[src/rtl/inst_wait_queue.sv]
// Instruction wait queue between IF and ID: holds issued fetches until their
// in-order bus responses arrive, and discards responses orphaned by a flush.
`timescale 1ns/1ps
module inst_wait_queue #(
  parameter int DEPTH  = 4,
  parameter int DATA_W = 32,
  parameter int PC_W   = 32
) (
  input  logic              clk,
  input  logic              rst,
  input  logic              in_valid,
  output logic              in_ready,
  input  logic [PC_W-1:0]   in_pc,
  input  logic              in_has_exception,
  input  logic [5:0]        in_ecode,
  input  logic [8:0]        in_esubcode,
  input  logic              data_ok,
  input  logic [DATA_W-1:0] rdata,
  input  logic              flush,
  output logic              out_valid,
  input  logic              out_ready,
  output logic [PC_W-1:0]   out_pc,
  output logic [DATA_W-1:0] out_inst,
  output logic              out_has_exception,
  output logic [5:0]        out_ecode,
  output logic [8:0]        out_esubcode,
  output logic              err_spurious
);
  localparam int AW = $clog2(DEPTH);
  localparam int CW = AW + 1;

  logic [PC_W-1:0]   pc_q    [DEPTH];
  logic [DATA_W-1:0] inst_q  [DEPTH];
  logic [5:0]        ecode_q [DEPTH];
  logic [8:0]        esub_q  [DEPTH];
  logic [DEPTH-1:0]  exc_q;
  logic [DEPTH-1:0]  filled_q;

  logic [AW-1:0] head;
  logic [AW-1:0] tail;
  logic [CW-1:0] count;
  logic [CW-1:0] pending;
  logic [CW-1:0] discard_cnt;
  logic          err_q;

  logic          push;
  logic          push_req;
  logic          pop;
  logic          resp_drop;
  logic          resp_fill;
  logic          resp_spur;
  logic          fill_hit;
  logic [AW-1:0] fill_idx;
  logic [CW:0]   outstanding;
  logic [CW:0]   flush_disc;

  // Bus requests still owed a response, whether kept or to be discarded.
  assign outstanding = {1'b0, pending} + {1'b0, discard_cnt};

  assign in_ready = rst && (count < CW'(DEPTH)) && (outstanding < (CW+1)'(DEPTH));
  assign push     = in_valid && in_ready;
  assign push_req = push && !in_has_exception;
  assign pop      = out_valid && out_ready;

  // Oldest unfilled stored entry, scanning forward from head.
  always_comb begin
    fill_hit = 1'b0;
    fill_idx = head;
    for (int i = 0; i < DEPTH; i++) begin
      if (!fill_hit && (CW'(i) < count) && !filled_q[head + AW'(i)]) begin
        fill_hit = 1'b1;
        fill_idx = head + AW'(i);
      end
    end
  end

  assign resp_drop = data_ok && (discard_cnt != '0);
  assign resp_fill = data_ok && (discard_cnt == '0) && fill_hit;
  assign resp_spur = data_ok && (discard_cnt == '0) && !fill_hit;

  // Responses still owed after a flush: kept-pending entries plus a request
  // issued this very cycle, less the response consumed this cycle.
  always_comb begin
    flush_disc = outstanding + (CW+1)'(push_req);
    if (data_ok && (flush_disc != '0)) flush_disc = flush_disc - (CW+1)'(1);
  end

  always_ff @(posedge clk or negedge rst) begin
    if (!rst) begin
      head        <= '0;
      tail        <= '0;
      count       <= '0;
      pending     <= '0;
      discard_cnt <= '0;
      filled_q    <= '0;
      err_q       <= 1'b0;
    end else begin
      if (resp_spur) err_q <= 1'b1;
      if (flush) begin
        head        <= '0;
        tail        <= '0;
        count       <= '0;
        pending     <= '0;
        filled_q    <= '0;
        discard_cnt <= CW'(flush_disc);
      end else begin
        if (push) tail <= tail + AW'(1);
        if (pop)  head <= head + AW'(1);
        count       <= count + CW'(push) - CW'(pop);
        pending     <= pending + CW'(push_req) - CW'(resp_fill);
        discard_cnt <= discard_cnt - CW'(resp_drop);
        // pop, fill and push always address distinct slots
        if (pop)       filled_q[head]     <= 1'b0;
        if (resp_fill) filled_q[fill_idx] <= 1'b1;
        if (push)      filled_q[tail]     <= in_has_exception;
      end
    end
  end

  always_ff @(posedge clk or negedge rst) begin
    if (!rst) begin
      for (int i = 0; i < DEPTH; i++) begin
        pc_q[i]    <= '0;
        inst_q[i]  <= '0;
        ecode_q[i] <= '0;
        esub_q[i]  <= '0;
      end
      exc_q <= '0;
    end else if (!flush) begin
      if (push) begin
        pc_q[tail]    <= in_pc;
        inst_q[tail]  <= '0;
        exc_q[tail]   <= in_has_exception;
        ecode_q[tail] <= in_ecode;
        esub_q[tail]  <= in_esubcode;
      end
      if (resp_fill) inst_q[fill_idx] <= rdata;
    end
  end

  assign out_valid         = (count != '0) && filled_q[head] && !flush;
  assign out_pc            = pc_q[head];
  assign out_inst          = exc_q[head] ? '0 : inst_q[head];
  assign out_has_exception = exc_q[head];
  assign out_ecode         = ecode_q[head];
  assign out_esubcode      = esub_q[head];
  assign err_spurious      = err_q;

endmodule
[config.mk]
export PLATFORM = sky130hd
export DESIGN_NAME = inst_wait_queue
export DESIGN_NICKNAME = d
export VERILOG_FILES = /design/src/rtl/inst_wait_queue.sv
export SDC_FILE = /design/constraint.sdc
export NUM_CORES = 1
export LEC_CHECK = 0
export ABC_AREA = 1
export ABC_CLOCK_PERIOD_IN_PS = 3700
export BUFFER_PORTS_ARGS = -buffer_cell sky130_fd_sc_hd__buf_4
export CORE_MARGIN = 5
export CORE_UTILIZATION = 50
export CTS_CLUSTER_SIZE = 12
export DETAILED_ROUTE_END_ITERATION = 6
export PLACE_DENSITY_LB_ADDON = 0.15
export SETUP_SLACK_MARGIN = 0.1
export SYNTH_ARGS = -nofsm -noshare
export SYNTH_HDL_FRONTEND = slang
export SYNTH_SLANG_ARGS = --single-unit
[constraint.sdc]
create_clock -name clk -period 3.7 [get_ports clk]
set_input_delay 0.74 -clock clk [delete_from_list [all_inputs] [get_ports clk]]
set_output_delay 0.74 -clock clk [all_outputs]
set_load 0.05 [all_outputs]
==> metrics.txt <==
Detailed Route Iter0 Violations=1231; Post-layout nets=about 2600; Sequential Power Share=0.354; WP data required=2960 ps; RSZ-0062 raised after global routing=yes; vias in the first global route=between 15000 and 20000; ratio of cells with drive above 1 in the final layout=0.118; H-tree levels=2; Cells after Synth=around 2400; GR Overflow Total=0; clk_lat worst skew=540 ps; Routed wire per std cell=17.2 um; All-Layer GR Usage=0.260; IO Pins=169; Cell Rows=69; Critical-path top delay cell=buf_4; outcome=completed; Crit path top cell by count=buf_4; Area Overhead vs Synth=15.3%; Post-route DRC=0; critical path peak fanout=94; critical path endpoint category=output pin; Data arrival, critical path=2730 ps; Setup TNS=0 ps; first-pass GRT wire length=around 84000 um; net switching power=6.35 mW; Internal=8.75 mW; Logic pwr share=0.404; Crit Path Category=reg -> out; CP startpoint kind=flip-flop; drt first pass iters=5; post-synthesis sequential area ratio=0.475; #FFs+latches synth=approximately 340; Cell Chain, Critical Path=buf_4 -> o21ai_0 -> o22ai_1 -> buf_4; Pleak=roughly 11 nW; Synth Warn #=0; reg-to-reg slack, setup=390 ps; Max Cap Violations=0; post-DP HPWL=between 20000 and 30000 um; routed wire length=51300 um; net count after synthesis=between 2000 and 3000; CTS Root Cell=clkbuf_16; antenna violations before repair=1; fin. max-slew vios=0; core box area=35400 um2; CTS tree=built; Netlist cell types=35; Worst Clk Skew=15.0 ps; final hold violation count=0; gp weighted congestion=0.809; Die W=199 um; Clock Sinks=338; Clock Power Share=0.242; Initial Util=0.503; cts bufs inserted=39; Port Buffer Count=168; die area=39500 um2; largest net degree at the start of global routing=~180; vias per cell=approximately 5.5; Die Ht=199 um; Detail Route Antenna Nets=0; worst min path class=in -> async; max_slew headroom=0.287; switch share=0.421; hold_buf cts=0; Mapped Area=~18000 um2; DR vias=16500; Max VDD drop=0.558 mV; slowest stage delay, CP=780 ps; Pwr Density=735 nW/um2; Final setup viols=0; Final period util=0.939; fmax=between 200 and 300 MHz; Post-CTS Setup Bufs=0; fin crit period=3470 ps; maximum root-to-sink buffer count=3; measured slew at the worst slew-check pin=1070 ps; Clock transition at path regs=60 ps; final core area utilization=0.581; syn_area_per_cell=around 7.3 um2
==> Yosys cell counts (all sizes together) <==
library cell    n  area share
a32oi           1     0.00049
nand3b          1     0.00042
clkinv          1     0.00021
nand4           2      0.0011
a31oi           4      0.0014
a21oi           9      0.0027
fa              3      0.0034
xnor2           2     0.00098
clkbuf        115       0.024
dfrtp         338        0.47
nand2         808        0.17
o21ai         361        0.10
nor4            1     0.00035
a31o            1     0.00049
and3            1     0.00035
inv           154       0.032
o22ai          80       0.028
nor2          175       0.038
xor2            4      0.0020
ha             22       0.015
nand3         276       0.078
and2            1     0.00035
buf            66       0.022
nor3            1     0.00056
==> power by group through the flow <==
stage               clock (mW)  sequential (mW)  combinational, mW
floorplan                    0             5.25               4.40
global placement             0             5.36               5.99
detailed placement           0             5.40               6.12
CTS                       3.73             5.34               6.14
global route              3.90             5.49               6.74
finish                    3.65             5.35               6.10
==> cells in the final DEF, fill, tap and decap left out, drive strengths merged, types with 2 or more instances in the layout <==
cell    netlist  routed
nand2       808     808
xor2          4       4
dfrtp       338     338
nor2        175     175
fa            3       3
o21ai       361     361
o22ai        80      80
inv         154     154
nand4         2       2
clkbuf      115      55
nand3       276     276
a31oi         4       4
clkinv        1       8
ha           22      22
a21oi         9       9
buf          66     213
xnor2         2       2
==> cell type report <==
type,instances,area [um2]
inverter,155,589
antenna,1,2.50
clock inverter,9,98.8
clock buffer,55,1100
multi-input combinational,1753,7980
tap,461,577
sequential,338,8460
timing repair buffer,213,1740
fill,3375,14800
==> kinds of logic (layout without fill, tap and decap cells) <==
kind of cell	Yosys count	in the layout	share of synthesized area
DFF	338	338	0.475
xor gates and xnor gates	6	6	0.00295
other	0	1	0
and+or+nand+nor	1266	1266	0.290
adders and majority gates	25	25	0.0188
AOI/OAI and AO/OA	456	456	0.135
buffers and inverters	336	432	0.0788
==> metal layers <==
metal | track usage | share of wire | vias to the layer above
li1 | - | - | 8001
met1 | 0.345 | 0.43 | 7892
met2 | 0.434 | 0.48 | 551
met3 | 0.0488 | 0.073 | 85
met4 | 0.0833 | 0.025 | 0
met5 | 0 | 0 | -
==> flip-flops by register name, summed over array words and instances (netlist names) <==
signal / cells
exc_q: 4
pending: 3
head: 2
tail: 2
inst_q: 128
err_spurious: 1
discard_cnt: 3
pc_q: 128
esub_q: 36
filled_q: 4
ecode_q: 24
count: 3
==> worst paths after layout <==
kind,startpoint,depth (start not counted),to
min,rst,1,discard_cnt[2]$_DFF_PN0_
min reg2reg,pc_q[84]$_DFFE_PN0P_,2,pc_q[84]$_DFFE_PN0P_
max in group asynchronous,rst,3,inst_q[102]$_DFFE_PN0N_
min in group clk,flush,2,count[1]$_DFF_PN0_
max,head[0]$_DFFE_PN0P_,4,out_pc[20]
max reg2reg,head[0]$_DFFE_PN0P_,17,pending[2]$_DFF_PN0_
==> critical path: cells and delay by family (launching register included) <==
family | cells | cell delay (ps)
AOI/OAI and AO/OA | 2 | 480
buffers and inverters | 2 | 1010
DFF | 1 | 570
==> timing repair <==
action                                  in CTS  in global routing
endpoints found under the setup margin       1                 11
endpoints found under the hold margin        0                  0
gates resized for setup                      1                  2
==> metrics by stage <==
stage	setup WS, ps	instances	cell area [um2]	hold WS [ps]	power (mW)
2_1_floorplan	196	2427	17800	444	9.65
3_3_place_gp	462	2920	19300	460	11.3
3_5_place_dp	361	2920	19300	468	11.5
4_1_cts	174	2984	20500	42.7	15.2
5_1_grt	93.3	2985	20500	53.7	16.1
6_report	227	2985	20500	52.6	15.1
Power figures use the tool's default switching activity.
